`src/rtl/sad_disparity_scheduler.sv`:
```
// Per-pixel disparity sweep: issues every legal candidate to the SAD datapath,
// folds returning sums into a running minimum, and hands the winner downstream.
module sad_disparity_scheduler #(
   parameter int MAX_DISP = 16,
   parameter int DISP_W   = 5,
   parameter int SAD_W    = 12,
   parameter int COL_W    = 11
) (
   input  logic              clk_in,
   input  logic              rst_n_in,
   input  logic              pix_valid_in,
   input  logic [COL_W-1:0]  pix_col_in,
   output logic              pix_ready_out,
   output logic              req_valid_out,
   output logic [DISP_W-1:0] req_disp_out,
   input  logic              req_ready_in,
   input  logic              sad_valid_in,
   input  logic [SAD_W-1:0]  sad_in,
   output logic              res_valid_out,
   output logic [DISP_W-1:0] res_disp_out,
   output logic [SAD_W-1:0]  res_sad_out,
   input  logic              res_ready_in
);

   localparam logic [1:0] S_IDLE  = 2'd0;
   localparam logic [1:0] S_ISSUE = 2'd1;
   localparam logic [1:0] S_DRAIN = 2'd2;
   localparam logic [1:0] S_DONE  = 2'd3;

   localparam logic [DISP_W:0]  L_NMAX    = (DISP_W+1)'(MAX_DISP);
   localparam logic [COL_W-1:0] L_COL_SAT = COL_W'(MAX_DISP - 1);
   localparam logic [DISP_W:0]  L_ONE     = (DISP_W+1)'(1);

   logic [1:0]        r_state;
   logic [DISP_W:0]   r_n_cand;
   logic [DISP_W:0]   r_issue_cnt;
   logic [DISP_W:0]   r_ret_cnt;
   logic [SAD_W-1:0]  r_best_sad;
   logic [DISP_W-1:0] r_best_disp;
   logic [SAD_W-1:0]  r_res_sad;
   logic [DISP_W-1:0] r_res_disp;

   logic              w_fire;
   logic              w_consume;
   logic              w_better;
   logic              w_last_issue;
   logic              w_last_ret;
   logic [SAD_W-1:0]  w_cand_sad;
   logic [DISP_W-1:0] w_cand_disp;
   logic [DISP_W:0]   w_n_cand;

   // Disparities beyond the column index would look left of the image edge.
   assign w_n_cand = (pix_col_in >= L_COL_SAT) ? L_NMAX
                                                : (DISP_W+1)'(pix_col_in) + L_ONE;

   assign w_fire       = (r_state == S_ISSUE) && req_ready_in;
   assign w_consume    = ((r_state == S_ISSUE) || (r_state == S_DRAIN)) &&
                         sad_valid_in && (r_ret_cnt != r_n_cand);
   assign w_better     = sad_in < r_best_sad;
   assign w_cand_sad   = w_better ? sad_in : r_best_sad;
   assign w_cand_disp  = w_better ? r_ret_cnt[DISP_W-1:0] : r_best_disp;
   assign w_last_issue = w_fire && ((r_issue_cnt + L_ONE) == r_n_cand);
   assign w_last_ret   = w_consume && ((r_ret_cnt + L_ONE) == r_n_cand);

   always_ff @(posedge clk_in or negedge rst_n_in) begin
      if (!rst_n_in) begin
         r_state     <= S_IDLE;
         r_n_cand    <= '0;
         r_issue_cnt <= '0;
         r_ret_cnt   <= '0;
         r_best_sad  <= '1;
         r_best_disp <= '0;
         r_res_sad   <= '1;
         r_res_disp  <= '0;
      end else begin
         case (r_state)
            S_IDLE: begin
               if (pix_valid_in) begin
                  r_n_cand    <= w_n_cand;
                  r_issue_cnt <= '0;
                  r_ret_cnt   <= '0;
                  r_best_sad  <= '1;
                  r_best_disp <= '0;
                  r_state     <= S_ISSUE;
               end
            end
            S_ISSUE, S_DRAIN: begin
               if (w_fire) begin
                  r_issue_cnt <= r_issue_cnt + L_ONE;
               end
               if (w_consume) begin
                  r_ret_cnt   <= r_ret_cnt + L_ONE;
                  r_best_sad  <= w_cand_sad;
                  r_best_disp <= w_cand_disp;
               end
               // A zero-latency final return can complete the job straight from ISSUE.
               if (w_last_ret) begin
                  r_res_sad  <= w_cand_sad;
                  r_res_disp <= w_cand_disp;
                  r_state    <= S_DONE;
               end else if (w_last_issue) begin
                  r_state <= S_DRAIN;
               end
            end
            S_DONE: begin
               if (res_ready_in) begin
                  r_state <= S_IDLE;
               end
            end
            default: r_state <= S_IDLE;
         endcase
      end
   end

   assign pix_ready_out = (r_state == S_IDLE);
   assign req_valid_out = (r_state == S_ISSUE);
   assign req_disp_out  = r_issue_cnt[DISP_W-1:0];
   assign res_valid_out = (r_state == S_DONE);
   assign res_disp_out  = r_res_disp;
   assign res_sad_out   = r_res_sad;

endmodule

```
`config.mk`:
```
export PLATFORM = sky130hd
export DESIGN_NAME = sad_disparity_scheduler
export DESIGN_NICKNAME = d
export VERILOG_FILES = /design/src/rtl/sad_disparity_scheduler.sv
export SDC_FILE = /design/constraint.sdc
export NUM_CORES = 1
export LEC_CHECK = 0
export ABC_AREA = 1
export CORE_MARGIN = 1
export CORE_UTILIZATION = 58
export DETAILED_ROUTE_END_ITERATION = 10
export GPL_TIMING_DRIVEN = 0
export PLACE_DENSITY = 0.93
export SYNTH_ARGS = -nofsm -noshare
export SYNTH_HDL_FRONTEND = slang
export SYNTH_SLANG_ARGS = --single-unit
```
`constraint.sdc`:
```
create_clock -name clk_in -period 3.2 [get_ports clk_in]
set_input_delay 0.8 -clock clk_in [delete_from_list [all_inputs] [get_ports clk_in]]
set_output_delay 0.8 -clock clk_in [all_outputs]
set_load 0.01 [all_outputs]
```
== Yosys cells after proc, flatten, opt, wreduce, memory -nomap -nowiden ==
Cells that the tools add are included.
Widths: inputs -> output; s select.
Operators by class
  mux-type cells: 19
  $add $sub $neg: 3
  $lt $le $gt $ge: 2
  reduce and logical (&&, ||, !) cells: 14
  equal/unequal tests: 11
Operators with widths (count)
  $mux 12: 3
  $mux 6: 4
  $pmux 12 s2: 1
  $pmux 6 s2: 2
  $add 6x1->6 const B: 3
  $mux 5: 3
  $eq 6x6->1: 2
  $lt 12x12->1: 1
  $ge 11x4->1 const B: 1
  $pmux 5 s2: 1
  $reduce_and 3->1: 3
  $mux 2: 4
  $ne 2x2->1 const B: 3
  $ne 6x6->1: 1
  $pmux 2 s3: 1
  $logic_and 1x1->1: 5
  $eq 2x2->1 const B: 2
  $reduce_and 2->1: 2
  $ne 3x3->1 const B: 1
  $eq 2x1->1 const B: 1
  $logic_not 2->1: 1
  $ne 2x1->1 const B: 1
  $reduce_bool 2->1: 1
  $reduce_or 2->1: 1
  $logic_or 1x1->1: 1
Storage, ports and cells
  output and inout port bits: 25
  logic and storage cells: 57
  flip-flop bits (word level): 54

== Logic depth before layout (Yosys ltp) ==
Gate-level depths: netlist of run 1.
  depth after elaboration: 7
  gate-level depth with buffers: 14
  gate-level depth less buffers: 12

== Least setup slack after synthesis of run 1 ==
Ideal clock, no wire load.
  path kind: input to register
  start point: in sad_in[9]
  end point: reg r_res_disp[3], in the netlist res_disp_out[3]
  setup slack: 1.002 ns
  library setup time: 0.065 ns
  stages on the path: 11
  arrival: 2.133 ns
  path buffers: 1
  path through: ha_1 nand2_1 inv_1 o21ai_0 nand2_1 nor2_1 nand2_1 clkbuf_1 o21ai_0 nand2_1 nand2_1
Between the ends
  cells in the longest elaborated chain, start to end: 2
Ends and longest elaborated chain
  start: declaration: RTL line 18  | input logic [SAD_W-1:0] sad_in,
  $lt 12x12->1: RTL line 59  | assign w_better = sad_in < r_best_sad;
  $mux 5: RTL line 61  | assign w_cand_disp = w_better ? r_ret_cnt[DISP_W-1:0] : r_best_disp;
  end signal: assignment: RTL line 99  | r_res_disp <= w_cand_disp;
  end: declaration: RTL line 41  | logic [DISP_W-1:0] r_res_disp;
Every way passes these cells.
A chain may end at the register's enable or synchronous reset.

== Worst setup path in the final report of run 1 ==
  start point: in sad_in[9]
  end point: reg r_best_disp[3]
Between the ends
  cells in the longest elaborated chain, start to end: 4
Ends and longest elaborated chain
  $lt 12x12->1: RTL line 59
  $mux 5: RTL line 61
  $mux 5: RTL line 91  | if (w_consume) begin
  $pmux 5 s2: RTL line 76  | case (r_state)
  end signal: assignment: RTL line 94  | r_best_disp <= w_cand_disp;
  end: declaration: RTL line 39  | logic [DISP_W-1:0] r_best_disp;
Every way passes these cells. The select of a mux whose other input is x is not followed.

==> results.toml, run 1 <==
[drt]
dr.pass1.iters = 5
drtIter0Drc = 210
postRouteAntennaNets = 0
wl_per_cell_um = 13.1
via_count = 3172
drt_wl_total_um = 7580
drc = 0
viasPerCell = 5.48

[global_routing]
grt_overflow = 0
antenna_found_initial = 0
grt_max_degree = 32
grt_usage = 0.265
grt_pass1_vias = 3062
grt_pass1_wl_um = 13000

[floorplan]
die_w_um = 78.8
rows = 27
fp.coreArea_um2 = 5610
die_area_um2 = 6210
die_height_um = 78.8
ios = 54
initial_core_util = 0.610

[setup_path]
crit_chain = "clkdlybuf4s50_1, ha_1, nand2_1, inv_1, o21ai_0, nand2_1, nor2_1, nand2_1, clkbuf_1, o21ai_0, nand2_1, nand2_1"
worstPathArrival_ps = 2960
crit_slowest_cell = "clkdlybuf4s50_1"
end_kind = "register"
crit_path_frequent_cell = "nand2_1"
startpoint_type = "input port"
cp_data_required_time_ps = 3450
critPathMaxFanout = 10
critPathMaxStageDelay_ps = 430
path_class = "input port to register"

[power_and_ir_drop]
sequentialPowerShare = 0.359
p_int_mw = 1.91
swShare = 0.423
power.leakage_nw = 2.02
power_density_nw_per_um2 = 799
combPwrFrac = 0.522
power_frac_clock = 0.119
total_power_mw = 3.31
p_switching_mw = 1.40
vdd_drop_max_mv = 0.425

[sta]
layout_setup_ws_ps = 493
slew_headroom = 0.584
min_period_ps = 2710
rsz0062_at_grt = "false"
setup_violations = 0
finalMaxSlewViolations = 0
hold_viol = 0
fin_crit_sh = 0.846
fmax_ghz = 0.369
finalClockSkew_ps = 7.78
worst_pin_slew_ps = 617

[final_layout]
final_area_um2 = 4150
fin_cells = 579
area_growth_pct = 21.3
fin_nets = 552
fill_cells = 414
antennaDiodeCount = 0
drive_gt1_frac = 0.132
postLayoutCoreUtil = 0.739

[clock_network]
cts_buffers = 5
cts_resized = 0
clock_path_buffers = 2
cts_sinks = 54
path_clk_slew_ps = 90
h-tree-depth = 2
cts_hold_buf = 0
clk_latency_ps = 310
post-cts-setup-buffers = 0
clockRootBuffer = "clkbuf_8"
cts_tree = "built"

[placement]
gp_congestion = 0.881
dp_hpwl_um = 5790
dp_slack_ps = 235
dp_cells = 571
dpl_cell_area_um2 = 4060
portBuffers = 53

[status]
status = "finished clean"

[synth]
synth.avg_cell_area_um2 = 7.68
ys_ff_latch = 54
ys_warn_count = 0
synth_area_um2 = 3420
ys_seq_area_frac = 0.404
yosysUniqueCellTypes = 34
syn-num-nets = 491
synth_cells = 445

[run]
drv_cap = 0

[worst_hold_path]
min_path_type = "input port to async pin"
-- worst paths after layout --
| check | from | endpoint | slack [ps] | cells past startpoint |
|---|---|---|---|---|
| hold reg to reg | r_best_disp[4]$_DFFE_PN0P_ | r_best_disp[4]$_DFFE_PN0P_ | 490 | 2 |
| setup reg to reg | r_best_sad[9]$_DFFE_PN1P_ | r_best_disp[3]$_DFFE_PN0P_ | 850 | 12 |
| setup / recovery | sad_in[9] | r_best_disp[3]$_DFFE_PN0P_ | 490 | 12 |
| min in group clk_in | r_best_disp[4]$_DFFE_PN0P_ | r_best_disp[4]$_DFFE_PN0P_ | 490 | 2 |
| max in group asynchronous | rst_n_in | r_best_sad[2]$_DFFE_PN1P_ | 2120 | 2 |
| hold / removal | rst_n_in | r_state[1]$_DFFE_PN0P_ | 470 | 1 |
-- cell usage after synthesis, drive strengths merged --
master   count  area [um^2]
nand2      131          497
nand3       68          363
inv         64          243
o21ai       32          160
dfrtp       30          751
dfstp       24          631
ha          17          213
buf         16          143
nor2        15         73.8
o21a        13         97.6
a21oi       11         88.8
o22ai        6         37.5
nand4        4         25.0
xor2         3         26.3
clkbuf       2         7.51
or2          2         12.5
xnor2        2         17.5
nor3         1         5.00
nor4         1         6.26
o2111ai      1         8.76
o21bai       1         7.51
or3          1         6.26
-- cell type report --
cell class	count	area, um^2	area share
plain buffers	18	150	0.0362
clock buffers	7	86.3	0.0208
clock inverters	1	5.00	0.00121
inverters	64	243	0.0585
multi-input cells	309	1650	0.397
flip-flops and latches	54	1380	0.333
well taps	72	90.1	0.0217
repair buffers	54	546	0.132
-- registers in the layout (all words and copies together), names as in the netlist --
name / flops
r_best_sad: 12
r_best_disp: 5
r_n_cand: 6
r_ret_cnt: 6
r_state: 2
res_sad_out: 12
r_issue_cnt: 6
res_disp_out: 5
-- cell usage in the layout (no fill, tap or decap), types with 6 or more instances in the layout --
cell type,instances
dfstp_2,24
o22ai_1,6
nor2_1,10
nand2_1,129
o21a_1,13
ha_1,17
a21oi_1,8
o21ai_0,28
clkbuf_8,6
buf_4,7
clkdlybuf4s50_1,52
nand3_1,65
dfrtp_1,30
inv_1,61
-- per-stage QoR --
stage	setup TNS (ps)	hold slack (ps)
2_1_floorplan	0	449
3_3_place_gp	-6240	462
3_5_place_dp	0	464
4_1_cts	0	490
5_1_grt	0	501
6_report	0	468
-- critical path: cells and delay by family --
| family | cells | cell delay [ps] |
|---|---|---|
| simple gates | 6 | 710 |
| fa+ha+maj | 1 | 320 |
| compound gates | 2 | 430 |
| buf+inv | 3 | 700 |
-- power by group through the flow --
stage                     Sequential (mW)  Clock (mW)  Combinational, mW
after floorplan                      1.19           0               1.17
after global placement               1.18           0               1.63
after detailed placement             1.20           0               1.71
after CTS                            1.19       0.394               1.72
after global routing                 1.22       0.422               1.95
final                                1.19       0.394               1.73
-- routing by layer --
metal | global-route usage | part of all wire | up-vias
met2 | 0.468 | 0.49 | 136
met1 | 0.318 | 0.42 | 1456
met4 | 0.102 | 0.024 | 0
met5 | 0 | 0 | -
li1 | - | - | 1556
met3 | 0.0483 | 0.070 | 24
-- kinds of logic after synthesis --
kind of cell    Yosys count  share of synthesized area
compound gates           64                      0.117
xor+xnor                  5                     0.0128
fa+ha+maj                17                     0.0622
buf+inv                  82                      0.115
flops                    54                      0.404
simple gates            223                      0.289
Power figures use the tool's default switching activity.
==> run 2, diff against run 1 <==
--- a/config.mk
+++ b/config.mk
@@ -7,10 +7,10 @@
 export LEC_CHECK = 0
 export ABC_AREA = 1
 export CORE_MARGIN = 1
-export CORE_UTILIZATION = 58
+export CORE_UTILIZATION = 49
 export DETAILED_ROUTE_END_ITERATION = 10
 export GPL_TIMING_DRIVEN = 0
-export PLACE_DENSITY = 0.93
+export PLACE_DENSITY = 0.85
 export SYNTH_ARGS = -nofsm -noshare
 export SYNTH_HDL_FRONTEND = slang
 export SYNTH_SLANG_ARGS = --single-unit
==> constraint.sdc (replaced) <==
create_clock -name clk_in -period 2.2 [get_ports clk_in]
set_input_delay 0.55 -clock clk_in [delete_from_list [all_inputs] [get_ports clk_in]]
set_output_delay 0.55 -clock clk_in [all_outputs]
set_load 0.01 [all_outputs]
==> run 2 against run 1 <==
Effect of this change:
- the run now ends with design-rule violations, negative setup slack left
- global-route usage is 4.4 points lower
- flip-flop and latch count stayed put
- hold slack worse by 250 ps
- clock power is 47% higher
- non-clock buffer count is 3 higher
- power is 54% higher
- combinational power is 62% higher
- sequential share of layout area is 1.1 points lower
- first-iteration DRC count is 15% lower
- clock skew is 3.6 ps higher
- via count hardly changed
- highest routed layer unchanged
==> results.toml, run 2 (synthesis results as in run 1) <==
[status]
status = "finished with violations"
violations = "design-rule violations, negative setup slack"

[setup_path]
worstPathArrival_ps = 2470
critPathLaunch = "sad_in[7]"
crit_path_frequent_cell = "nand2_1"
critPathMaxFanout = 4
r2r_start = "r_best_sad[5]$_DFFE_PN1P_"
path_class = "input port to register"
crit_chain = "clkdlybuf4s50_1, ha_1, nand2_1, o21bai_1, a21oi_2, nor2_4, nand2_4, buf_4, nand2_1, nand3_1, o21ai_1, inv_1"
r2r_cells = 13
critPathMaxStageDelay_ps = 440
startpoint_type = "input port"
end_kind = "register"
r2r_slack_ps = 50
cp_num_buf_inv = 3
crit_slowest_cell = "clkdlybuf4s50_1"
r2r_end = "r_best_sad[7]$_DFFE_PN1P_"
crit_cells = 12
crit_path_end = "r_best_sad[7]$_DFFE_PN1P_"
path_delay_family = "buffers and inverters"
cp_data_required_time_ps = 2450

[sta]
fmax_ghz = 0.451
hold_viol = 0
worst_pin_slew_ps = 563
finalMaxSlewViolations = 0
layout_setup_ws_ps = -16.1
holdWs_ps = 219
fin_crit_sh = 1.01
min_period_ps = 2220
slew_headroom = 0.625
setup-tns-final_ps = -16.1
setup_violations = 1
finalClockSkew_ps = 11.4

[drt]
dr.pass1.iters = 8
drt_wl_total_um = 7970
via_count = 3174
viasPerCell = 5.38
drc = 1
postRouteAntennaNets = 0
drtIter0Drc = 179
wl_per_cell_um = 13.5

[global_routing]
grt_overflow = 0
grt_pass1_vias = 3038
antenna_found_initial = 0
grt_usage = 0.220
grt_pass1_wl_um = 13000
grt_max_degree = 32

[final_layout]
regArea_um2 = 1380
final_area_um2 = 4280
fill_cells = 573
layout_common_cells = "126 x nand2_1, 64 x nand3_1, 60 x inv_1"
antennaDiodeCount = 0
drive_gt1_frac = 0.167
multi_input_area_um2 = 1720
fin_nets = 555
final_common_cell = "nand2_1"
area_growth_pct = 25.2

[clock_network]
cts_buffers = 5
path_clk_slew_ps = 100
clockRootBuffer = "clkbuf_8"
cts_tree = "built"
clk_latency_ps = 310
h-tree-depth = 2
cts_sinks = 54
clock_path_buffers = 2

[power_and_ir_drop]
power_density_nw_per_um2 = 1190
total_power_mw = 5.11
power.leakage_nw = 2.07
vdd_drop_max_mv = 0.513

[floorplan]
initial_core_util = 0.506
die_area_um2 = 7320
die_w_um = 85.5
fp.coreArea_um2 = 6760
die_height_um = 85.5
ios = 54
rows = 30

[placement]
dpl_cell_area_um2 = 4070
dp_hpwl_um = 5890
dp_slack_ps = -461
gp_congestion = 0.868
portBuffers = 53

[worst_hold_path]
min_path_type = "input port to async pin"

[run]
drv_cap = 0
[run 2: worst register-to-register path, cell delays in order, from the launching register on]
cell	delay, ps
dfstp_2	550
inv_1	50
ha_1	290
nand2_1	70
inv_1	40
o21bai_1	190
a21oi_2	100
nor2_4	190
nand2_4	90
buf_4	140
nand2_1	70
nand3_1	100
o21ai_1	140
inv_1	60
[run 2: metal layers]
layer / track usage / share of wire / vias up
met3: 0.0346 / 0.047 / 18
met5: 0 / 0 / -
met2: 0.384 / 0.51 / 83
li1: - / - / 1571
met4: 0.0939 / 0.020 / 0
met1: 0.271 / 0.43 / 1502
[run 2: worst min path at each step]
stage / start / endpoint / slack [ps] / cells after the start
floorplan: rst_n_in / r_best_disp[0]$_DFFE_PN0P_ / 250 / 0
global placement: r_best_disp[3]$_DFFE_PN0P_ / r_best_disp[3]$_DFFE_PN0P_ / 460 / 2
detailed placement: res_disp_out[2]$_DFFE_PN0P_ / res_disp_out[2]$_DFFE_PN0P_ / 460 / 2
CTS: rst_n_in / r_ret_cnt[4]$_DFFE_PN0P_ / 230 / 1
global route: rst_n_in / r_ret_cnt[4]$_DFFE_PN0P_ / 240 / 1
finish: rst_n_in / r_issue_cnt[3]$_DFFE_PN0P_ / 220 / 1
[run 2: timing repair]
action                                  CTS  global route
pin swaps                                 0             8
cloned                                    0             1
endpoints found under the setup margin   32            37
hold buffers                              0             0
buffers inserted                          1             1
resized for setup                         9            31
[run 2: where the power goes]
part | total [mW] | internal [mW] | switching (mW)
combinational | 2.80 | 1.21 | 1.59
sequential | 1.73 | 1.47 | 0.266
clock | 0.579 | 0.255 | 0.325
total | 5.11 | 2.93 | 2.18
[run 2: layout make-up]
type / count / share of cell area
sequential: 54 / 0.323
clock inverter: 2 / 0.00263
tap: 80 / 0.0234
buffer: 18 / 0.0412
timing repair buffer: 57 / 0.134
multi-input combinational: 309 / 0.401
clock buffer: 6 / 0.0193
inverter: 64 / 0.0567
[run 2: metrics by stage]
stage | utilization | std cells
3_5_place_dp | 0.602 | 579
4_1_cts | 0.618 | 588
3_3_place_gp | 0.599 | 578
6_report | 0.634 | 590
5_1_grt | 0.634 | 590
2_1_floorplan | - | 445
==> run 3, diff against run 2 <==
--- a/config.mk
+++ b/config.mk
@@ -10,7 +10,7 @@
 export CORE_UTILIZATION = 49
 export DETAILED_ROUTE_END_ITERATION = 10
 export GPL_TIMING_DRIVEN = 0
-export PLACE_DENSITY = 0.85
+export PLACE_DENSITY_LB_ADDON = 0.15
 export SYNTH_ARGS = -nofsm -noshare
 export SYNTH_HDL_FRONTEND = slang
 export SYNTH_SLANG_ARGS = --single-unit
==> run 3 against run 2 <==
Effect of this change:
- the flow now finishes without violations
- sequential share of layout area down 0.13 points
- cell area is 0.41% higher
- hold slack lost 5.5 ps
- sequential power about the same
- first-iteration DRC count fell by 12%
- cell count stayed put
- clock skew grew 3.7 ps
- fmax grew 3.8%
- flip-flop and latch count did not move
- critical endpoint is now res_disp_out[4]$_DFFE_PN0P_
- largest power group unchanged
==> results.toml, run 3 (synthesis results as in run 1) <==
[sta]
slew_headroom = 0.596
hold_viol = 0
layout_setup_ws_ps = 64.3
fmax_ghz = 0.468
holdWs_ps = 214
finalMaxSlewViolations = 0
fin_crit_sh = 0.971
worst_pin_slew_ps = 600
setup_violations = 0
finalClockSkew_ps = 15.1
min_period_ps = 2140

[floorplan]
rows = 30
die_height_um = 85.5
die_w_um = 85.5
initial_core_util = 0.506
die_area_um2 = 7320
ios = 54
fp.coreArea_um2 = 6760

[drt]
viasPerCell = 5.19
dr.pass1.iters = 5
via_count = 3065
drc = 0
drt_wl_total_um = 7690
wl_per_cell_um = 13.0
drtIter0Drc = 158
postRouteAntennaNets = 0

[setup_path]
end_kind = "register"
crit_path_frequent_cell = "nand2_1"
path_class = "input port to register"
worstPathArrival_ps = 2400
cp_num_buf_inv = 2
r2r_end = "r_issue_cnt[4]$_DFFE_PN0P_"
r2r_start = "r_state[0]$_DFFE_PN0P_"
r2r_cells = 8
startpoint_type = "input port"
critPathMaxStageDelay_ps = 450
critPathMaxFanout = 5
path_delay_family = "buffers and inverters"
r2r_slack_ps = 170
crit_slowest_cell = "clkdlybuf4s50_1"
crit_chain = "clkdlybuf4s50_1, ha_1, nand2_1, o21bai_1, a21oi_2, nor2_4, nand2_4, buf_2, o21ai_1, nand2_1, nand2_1"
cp_data_required_time_ps = 2470

[placement]
portBuffers = 53
gp_congestion = 0.833
dpl_cell_area_um2 = 4070
dp_hpwl_um = 5620
dp_slack_ps = -482

[global_routing]
grt_usage = 0.221
grt_pass1_wl_um = 12900
grt_pass1_vias = 2832
antenna_found_initial = 0
grt_max_degree = 31
grt_overflow = 0

[status]
status = "finished clean"

[final_layout]
drive_gt1_frac = 0.163
final_area_um2 = 4300
antennaDiodeCount = 0
layout_common_cells = "127 x nand2_1, 64 x nand3_1, 61 x inv_1"
postLayoutCoreUtil = 0.636
final_common_cell = "nand2_1"
area_growth_pct = 25.8
fin_nets = 555

[clock_network]
h-tree-depth = 2
cts_sinks = 54
clockRootBuffer = "clkbuf_8"
clock_path_buffers = 2
clk_latency_ps = 320
cts_tree = "built"
path_clk_slew_ps = 110
cts_buffers = 5

[power_and_ir_drop]
power_density_nw_per_um2 = 1200
power.leakage_nw = 2.08
swShare = 0.415
sequentialPowerShare = 0.333
vdd_drop_max_mv = 0.686
power_frac_clock = 0.140
total_power_mw = 5.16
p_switching_mw = 2.14
p_int_mw = 3.01
combPwrFrac = 0.527

[worst_hold_path]
min_path_type = "input port to async pin"

[run]
drv_cap = 0
## run 3: cell count changes in the layout (fill, tap and decap cells not counted), sizes merged
cell           before  now
clkbuf              7    8
inv                65   64
dlymetal6s2s        2    1
clkdlybuf4s50      50   51
## run 3: area by class of cell
class | count | area [um^2]
fillers | 596 | 2460
multi-input cells | 309 | 1700
flip-flops and latches | 54 | 1380
repair buffers | 57 | 568
inverters | 64 | 243
plain buffers | 18 | 176
clock buffers | 7 | 119
well taps | 80 | 100
clock inverters | 1 | 8.76
## run 3: power groups by stage
stage	Combinational [mW]	Clock (mW)	Sequential (mW)
2_1_floorplan	1.70	0	1.74
3_3_place_gp	2.44	0	1.72
3_5_place_dp	2.49	0	1.73
4_1_cts	2.54	0.733	1.71
5_1_grt	3.06	0.767	1.77
6_report	2.72	0.724	1.72
## run 3: how the worst max path moves through the flow
stage,start,slack [ps],cells after the start,endpoint
2_1_floorplan,sad_in[9],250,11,res_disp_out[3]$_DFFE_PN0P_
5_1_grt,sad_in[5],-30,12,r_best_disp[2]$_DFFE_PN0P_
6_report,sad_in[6],60,11,res_disp_out[4]$_DFFE_PN0P_
4_1_cts,sad_in[11],10,12,res_sad_out[5]$_DFFE_PN1P_
3_5_place_dp,sad_in[9],-480,12,r_best_disp[0]$_DFFE_PN0P_
3_3_place_gp,rst_n_in,-1070,1,res_disp_out[1]$_DFFE_PN0P_
## run 3: layer usage
| layer | track usage | vias to the layer above | wire [um] |
|---|---|---|---|
| met5 | 0 | - | 0 |
| met4 | 0.0742 | 0 | 150 |
| met3 | 0.0318 | 15 | 201 |
| met2 | 0.372 | 52 | 3680 |
| met1 | 0.294 | 1430 | 3660 |
| li1 | - | 1568 | - |
## run 3: timing repair
item                                    CTS  global route
buffers inserted                          0             2
endpoints found under the setup margin   31            37
cloned                                    0             1
hold buffers                              0             0
pin swaps                                 0             4
resized for setup                        10            23
## run 3: through the flow
stage               std cells  TNS (ps)
floorplan                 445         0
global placement          578    -56310
detailed placement        579    -13560
CTS                       587         0
global route              590      -367
finish                    590         0
